==> src/rtl/apb_req_arbiter.sv <==
// Round-robin arbiter sharing one APB master's bridge-side command port among NUM_REQ requesters.
// Define APB_ARB_TIMEOUT_EN to abort transfers that stay BUSY for TIMEOUT_CYCLES cycles.
module apb_req_arbiter #(
  parameter int NUM_REQ        = 4,
  parameter int ADDR_WIDTH     = 32,
  parameter int DATA_WIDTH     = 32,
  parameter int TIMEOUT_CYCLES = 16
) (
  input  logic                          pclk,
  input  logic                          preset_n,
  input  logic [NUM_REQ-1:0]            req_i,
  input  logic [NUM_REQ*ADDR_WIDTH-1:0] addr_i,
  input  logic [NUM_REQ*DATA_WIDTH-1:0] wdata_i,
  input  logic [NUM_REQ-1:0]            wr_rd_i,
  output logic [NUM_REQ-1:0]            gnt_o,
  output logic [NUM_REQ-1:0]            done_o,
  output logic [DATA_WIDTH-1:0]         rdata_o,
  output logic                          err_o,
  output logic                          trans_o,
  output logic [ADDR_WIDTH-1:0]         maddr_o,
  output logic [DATA_WIDTH-1:0]         mwdata_o,
  output logic                          mwr_rd_o,
  input  logic                          psel_i,
  input  logic                          penable_i,
  input  logic                          pready_i,
  input  logic [DATA_WIDTH-1:0]         mrdata_i,
  input  logic                          merr_i,
  output logic [1:0]                    dbg_state
);

  localparam int PTR_W = (NUM_REQ > 1) ? $clog2(NUM_REQ) : 1;

  typedef enum logic [1:0] {
    IDLE = 2'd0,
    BUSY = 2'd1,
    RESP = 2'd2
  } state_t;

  state_t                  state_q;
  state_t                  state_d;
  logic [PTR_W-1:0]        ptr_q;
  logic [PTR_W-1:0]        pick_idx;
  logic                    pick_valid;
  logic                    xfer_done;
  logic                    load_cmd;
  logic                    set_abort;
  logic                    abort_q;
  logic                    tmo_hit;
  logic [ADDR_WIDTH-1:0]   addr_arr  [NUM_REQ];
  logic [DATA_WIDTH-1:0]   wdata_arr [NUM_REQ];

  for (genvar g = 0; g < NUM_REQ; g++) begin : g_unpack
    assign addr_arr[g]  = addr_i[g*ADDR_WIDTH +: ADDR_WIDTH];
    assign wdata_arr[g] = wdata_i[g*DATA_WIDTH +: DATA_WIDTH];
  end

  // ptr is always below NUM_REQ, so one conditional subtract wraps the scan.
  function automatic logic [PTR_W-1:0] rr_index(input logic [PTR_W-1:0] base, input int offset);
    int sum;
    sum = int'(base) + offset;
    if (sum >= NUM_REQ) sum = sum - NUM_REQ;
    return PTR_W'(sum);
  endfunction

  // Scanning from the far end lets the requester closest to ptr win.
  always_comb begin
    pick_valid = 1'b0;
    pick_idx   = '0;
    for (int i = NUM_REQ - 1; i >= 0; i--) begin
      if (req_i[rr_index(ptr_q, i)]) begin
        pick_valid = 1'b1;
        pick_idx   = rr_index(ptr_q, i);
      end
    end
  end

  assign xfer_done = psel_i & penable_i & pready_i;

`ifdef APB_ARB_TIMEOUT_EN
  localparam int CNT_W = (TIMEOUT_CYCLES > 2) ? $clog2(TIMEOUT_CYCLES) : 1;

  logic [CNT_W-1:0] tmo_cnt;

  // Counter sits at zero outside BUSY, so it restarts from zero on every grant.
  always_ff @(posedge pclk or negedge preset_n) begin
    if (!preset_n) begin
      tmo_cnt <= '0;
    end else if (state_q != BUSY) begin
      tmo_cnt <= '0;
    end else begin
      tmo_cnt <= tmo_cnt + 1'b1;
    end
  end

  assign tmo_hit = (tmo_cnt == CNT_W'(TIMEOUT_CYCLES - 1));
`else
  logic unused_tmo;

  assign unused_tmo = ^TIMEOUT_CYCLES;
  assign tmo_hit    = 1'b0;
`endif

  always_ff @(posedge pclk or negedge preset_n) begin
    if (!preset_n) begin
      state_q <= IDLE;
    end else begin
      state_q <= state_d;
    end
  end

  always_comb begin
    state_d   = state_q;
    load_cmd  = 1'b0;
    set_abort = 1'b0;
    trans_o   = 1'b0;
    done_o    = '0;
    rdata_o   = '0;
    err_o     = 1'b0;
    unique case (state_q)
      IDLE: begin
        if (pick_valid) begin
          load_cmd = 1'b1;
          state_d  = BUSY;
        end
      end
      BUSY: begin
        // Dropping trans in the completion cycle sends the master back to its IDLE.
        trans_o = ~xfer_done;
        if (xfer_done) begin
          state_d = RESP;
        end else if (tmo_hit) begin
          set_abort = 1'b1;
          state_d   = RESP;
        end
      end
      RESP: begin
        done_o  = gnt_o;
        err_o   = merr_i | abort_q;
        rdata_o = (mwr_rd_o | abort_q) ? '0 : mrdata_i;
        state_d = IDLE;
      end
      default: begin
        state_d = IDLE;
      end
    endcase
  end

  always_ff @(posedge pclk or negedge preset_n) begin
    if (!preset_n) begin
      ptr_q    <= '0;
      gnt_o    <= '0;
      maddr_o  <= '0;
      mwdata_o <= '0;
      mwr_rd_o <= 1'b0;
      abort_q  <= 1'b0;
    end else begin
      abort_q <= set_abort;
      if (load_cmd) begin
        maddr_o  <= addr_arr[pick_idx];
        mwdata_o <= wdata_arr[pick_idx];
        mwr_rd_o <= wr_rd_i[pick_idx];
        gnt_o    <= NUM_REQ'(1) << pick_idx;
        ptr_q    <= (pick_idx == PTR_W'(NUM_REQ - 1)) ? '0 : pick_idx + 1'b1;
      end else if (state_q == RESP) begin
        gnt_o <= '0;
      end
    end
  end

  assign dbg_state = state_q;

endmodule

==> config.mk <==
export PLATFORM = sky130hd
export DESIGN_NAME = apb_req_arbiter
export DESIGN_NICKNAME = d
export VERILOG_FILES = /design/src/rtl/apb_req_arbiter.sv
export SDC_FILE = /design/constraint.sdc
export NUM_CORES = 1
export LEC_CHECK = 0
export CAP_MARGIN = 20
export CORE_AREA = 3 3 158 160
export DETAILED_ROUTE_END_ITERATION = 7
export DIE_AREA = 0 0 161 163
export PLACE_DENSITY = 0.57
export SYNTH_ARGS = -nofsm -noshare
export SYNTH_HDL_FRONTEND = slang
export SYNTH_SLANG_ARGS = --single-unit
==> constraint.sdc <==
create_clock -name pclk -period 2.1 [get_ports pclk]
set_input_delay 0.315 -clock pclk [delete_from_list [all_inputs] [get_ports pclk]]
set_output_delay 0.315 -clock pclk [all_outputs]
set_load 0.01 [all_outputs]
Word-level counts from Yosys, hierarchy flattened
Cells that the tools add are included.

$lt $le $gt $ge: 10. Equal/unequal tests: 5. Muxes and demuxes: 41. Reduce and logical (&&, ||, !) cells: 3. Add/sub/neg operators: 8. Bitwise logic cells: 4. Shift operators: 1.

Operators by type and width (count): 32-bit two-way mux (6); 32-bit binary-select mux with 2-bit select (2); 2-bit two-way mux (11); 2-bit by 3-bit < comparator with 1-bit output, second input constant (5); 1-bit two-way mux (13); 3-bit >= comparator, second input constant (4); 4-bit two-way mux (3); 1-bit binary-select mux with 2-bit select (5); 2-bit by 1-bit subtractor with 2-bit output, second input constant (4); 2-bit by 2-bit adder with 3-bit output, second input constant (2); 2-bit equality test, second input constant (2); 2-bit inequality test, second input constant (2); 2-bit case mux with 2 select lines (1); 1-bit by 2-bit left shift with 4-bit output, first input constant (1); 2-bit by 1-bit adder with 3-bit output, second input constant (1); 2-bit by 3-bit >= comparator with 1-bit output, second input constant (1); 2-bit inverter with 3-bit output (1); 2-bit by 1-bit adder with 2-bit output, second input constant (1); 1-bit bitwise AND (2); 2-bit by 1-bit equality test with 1-bit output, second input constant (1); 2-bit zero test (1); 2-bit AND reduction (1); 2-bit nonzero test (1); 1-bit inverter (1).

Bits of input ports: 302. Flip-flop bits (word level): 73. Logic and storage cells: 78. Output and inout port bits: 109.

Logic depth before layout (Yosys ltp)
Depth after elaboration: 13. Depth in mapped cells: 9. Gate-level depth less buffers: 7.

Worst setup path after synthesis
Ideal clock, no wire load.

Kind: reg-to-reg. Start point: reg ptr_q[1]. End point: reg gnt_o[3]. Data required time: 1979 ps. Setup time: 121 ps. Stages on the path, launching flop included: 9. Arrival: 1588 ps. Period minus slack after synthesis: 1709 ps. Slack: 391 ps. Buffers on the path: 3. Path through: dfrtp_1 nand2b_1 a21oi_1 a211oi_2 buf_4 buf_12 buf_12 ha_1 a22o_1.

Word-level cells in the longest chain between the ends: 12. Elaborated cells between the ends (all ways): 36. Those cells by class: add/sub (7); order compare (4); shift (1); mux (23); reduce/logical (1).

Ends and longest elaborated chain: start, declared (RTL line 41) `logic [PTR_W-1:0] ptr_q;`; start signal, assigned (RTL line 163) `ptr_q <= (pick_idx == PTR_W'(NUM_REQ - 1)) ? '0 : pick_idx + 1'b1;`; 2-bit by 2-bit adder with 3-bit output (RTL line 60) `sum = int'(base) + offset;`; 3-bit >= comparator or 2-bit by 1-bit subtractor with 2-bit output (tied branches) (RTL line 61) `if (sum >= NUM_REQ) sum = sum - NUM_REQ;`; 2-bit two-way mux (RTL line 61); 1-bit binary-select mux with 2-bit select (RTL line 70) `if (req_i[rr_index(ptr_q, i)]) begin`; 1-bit two-way mux (not written as such) (RTL line 70); 1-bit two-way mux (4 in a row) (RTL line 70); 1-bit two-way mux (RTL line 121) `if (pick_valid) begin`; 1-bit two-way mux (RTL line 119) `unique case (state_q)`; 4-bit two-way mux or 2-bit nonzero test (tied branches); end signal, assigned (RTL line 162) `gnt_o <= NUM_REQ'(1) << pick_idx;`; end, declared (RTL line 15) `output logic [NUM_REQ-1:0] gnt_o,`.

Several ways; a longest one is shown, not always the timed one. The select of a mux whose other input is x is not followed. A chain may end at the register's enable or synchronous reset.

Worst setup path after layout
Start point: reg state_q[0], in the netlist dbg_state[0]. End point: out done_o[3].

Word-level cells in the longest chain between the ends: 2.

Ends and longest elaborated chain: start, declared (RTL line 39) `state_t state_q;`; start signal, assigned (RTL line 107) `state_q <= state_d;`; 2-bit equality test (RTL line 119); 4-bit two-way mux (RTL line 119); end, declared (RTL line 16) `output logic [NUM_REQ-1:0] done_o,`.

Every way passes these cells.

==> out/metrics.cfg <==
[routing]
routedWlPerCell_um = 18.1
vias_per_cell = 4.41
drt_wl_total_um = 21600
drt-pass1-iter-count = 4
first_iter_violations = 199
via_count = 5260
ant_nets = 0
drc_errors = 0

[placement]
gp_congestion = 0.755
hpwl_um = 17200
numPortBuffers = 410
placed_cells = 1177

[run_status]
outcome = complete, no violations

[synth]
syn_avg_cell_area_um2 = 10.6
synth_top_cell_by_area = dfrtp_1
ys_ff_latch = 73
synth_nets = 749
yosysTopAreaCellShare = 0.387
postSynthCellCount = 446
synthesis.area_mm2 = 0.00472
synth.area.top_cells = dfrtp_1 (39%), mux2i_1 (28%), o221ai_1 (12%)
seq_area_frac_synth = 0.387
ys_types = 28
ys_warn_count = 0

[hold_path]
worstHoldStart = mwdata_o[8]
hold_depth = 2
min_to = mwdata_o[8]
min_path_type = flip-flop to flip-flop

[setup_path]
cp.arrival_ns = 1.71
r2r_end = maddr_o[9]
crit_type = flip-flop to output port
crit_path_start_kind = flip-flop
crit_required_ns = 1.78
timing.rr.start = ptr_q[1]
reg2reg_depth = 7
critical_path.endpoint_type = output port
r2r_slack_ns = 0.16
crit_fanout = 7

[global_route]
antenna_found_initial = 0
grt_pass1_wl_um = 32600
grt_start_max_net_pins = 41
grtUsageTotal = 0.160
grt_overflow = 0
grt_pass1_vias = 5600

[timing]
min_period_ns = 2.02
hold_viol = 0
finalCritPeriodShare = 0.962
fmax_ghz = 0.495
relSlewSlack = 0.637
worst_pin_slew_ns = 0.540
totalNegativeSetupSlack_ns = 0
skew_ns = 0.0128
setup_viol = 0
slew_viol_final = 0

[pwr]
cellPowerDensity_mw_per_mm2 = 1020
total_power_uw = 9870
leakage_uw = 0.00429
ir_drop_mv = 0.427

[cts]
post-cts-setup-buffers = 0
cts_buffer_depth = 2
clk_latency_ns = 0.34
numCtsBuffers = 9
clk_pin_slew_ns = 0.06
h-tree-depth = 3
root_buffer = clkbuf_16
cts_tree = yes
clkSinkCount = 73

[floorplan]
pin_count = 411
fp.dieW_um = 161
start_util = 0.200
core-area_mm2 = 0.0235
rows = 56
dieArea_mm2 = 0.0262
die_h_um = 163

[final_layout]
insertedDiodeCount = 0
fin_nets = 1173
final_layout_size_suffix_gt1_frac = 0.0789
fin_cells = 1194
layout_commonest_cell = clkdlybuf4s50_1
final_cell_mix = clkdlybuf4s50_1 (373), mux2i_1 (131), dfrtp_1 (72)
syn2layout_area_growth_pct = 105

[flow_run]
cap_viol_max_count = 0

==> through the flow <==
| step | utilization | hold WS (ns) | setup slack [ns] | cell area (um^2) |
|---|---|---|---|---|
| 3_5_place_dp | 0.399 | 0.353 | -0.222 | 9400 |
| 6_report | 0.410 | 0.483 | 0.0789 | 9660 |
| 4_1_cts | 0.410 | 0.490 | 0.00193 | 9650 |
| 2_1_floorplan | - | 0.0194 | 0.391 | 4720 |
| 5_1_grt | 0.410 | 0.506 | -0.00297 | 9660 |
| 3_3_place_gp | 0.399 | 0.351 | -0.208 | 9400 |
==> Yosys cell counts, drive strengths merged <==
master  instances
ha              1
nor3b           1
a211oi          1
mux2i         131
a22o            3
a21o            2
nand2b          3
or3             1
nor4            1
a32o            1
nand2          72
nor2            5
inv             2
nand3           1
dfrtp          73
o221ai         65
buf            18
nor3            2
and3            1
a211o           1
o21ai           1
a21oi           1
clkbuf         22
and2           37
==> final cells by class <==
cell class / count / area, um^2
Clock buffer: 10 / 229
Clock inverter: 6 / 43.8
Fill cell: 2338 / 13900
Inverter: 2 / 7.51
Multi-Input combinational cell: 331 / 2600
Sequential cell: 73 / 1830
Tap cell: 319 / 399
Timing Repair Buffer: 453 / 4560
==> registers in the layout, summed over array words and instances, names as in the netlist <==
signal,count
gnt_o,4
mwdata_o,32
maddr_o,32
mwr_rd_o,1
dbg_state,2
ptr_q,2
==> worst max-delay path by stage <==
stage | start | endpoint | slack (ns)
after floorplan | ptr_q[1] | gnt_o[3] | 0.39
after global placement | req_i[3] | maddr_o[31] | -0.21
after detailed placement | req_i[3] | maddr_o[13] | -0.22
after CTS | dbg_state[0] | done_o[2] | 0.002
after global routing | dbg_state[0] | done_o[3] | -0.003
final | dbg_state[0] | done_o[3] | 0.08
==> per-layer routing <==
metal,vias up,global-route usage,routed length [um]
li1,2519,-,-
met1,2474,0.183,8250
met2,259,0.290,11100
met3,8,0.0567,2060
met4,0,0.0278,127
met5,-,0,0
==> power by group <==
part,total (uW),switching (uW),internal [uW],leakage (uW)
Clock,1480,671,806,0.000133
Sequential,2510,409,2100,0.000903
Combinational,5880,2600,3290,0.00325
Total,9870,3680,6190,0.00429
==> critical path, stage by stage (launching register included) <==
cell             delay, ns
dfrtp_1               0.40
buf_4                 0.17
nor2_4                0.13
and2_1                0.13
clkdlybuf4s50_1       0.54
==> cell families after synthesis <==
family	count (synthesis)	synth area share
fa+ha+maj	1	0.00265
mux	131	0.278
buf+inv	42	0.0689
compound gates	75	0.139
flops	73	0.387
simple gates	124	0.124
==> what timing repair did <==
item	4_1_cts	5_1_grt
setup endpoints to repair	37	4
hold buffers	1	0
cloned	0	0
endpoints found under the hold margin	36	0
resized for setup	36	5
pin swaps	1	0
Power figures use the tool's default switching activity.
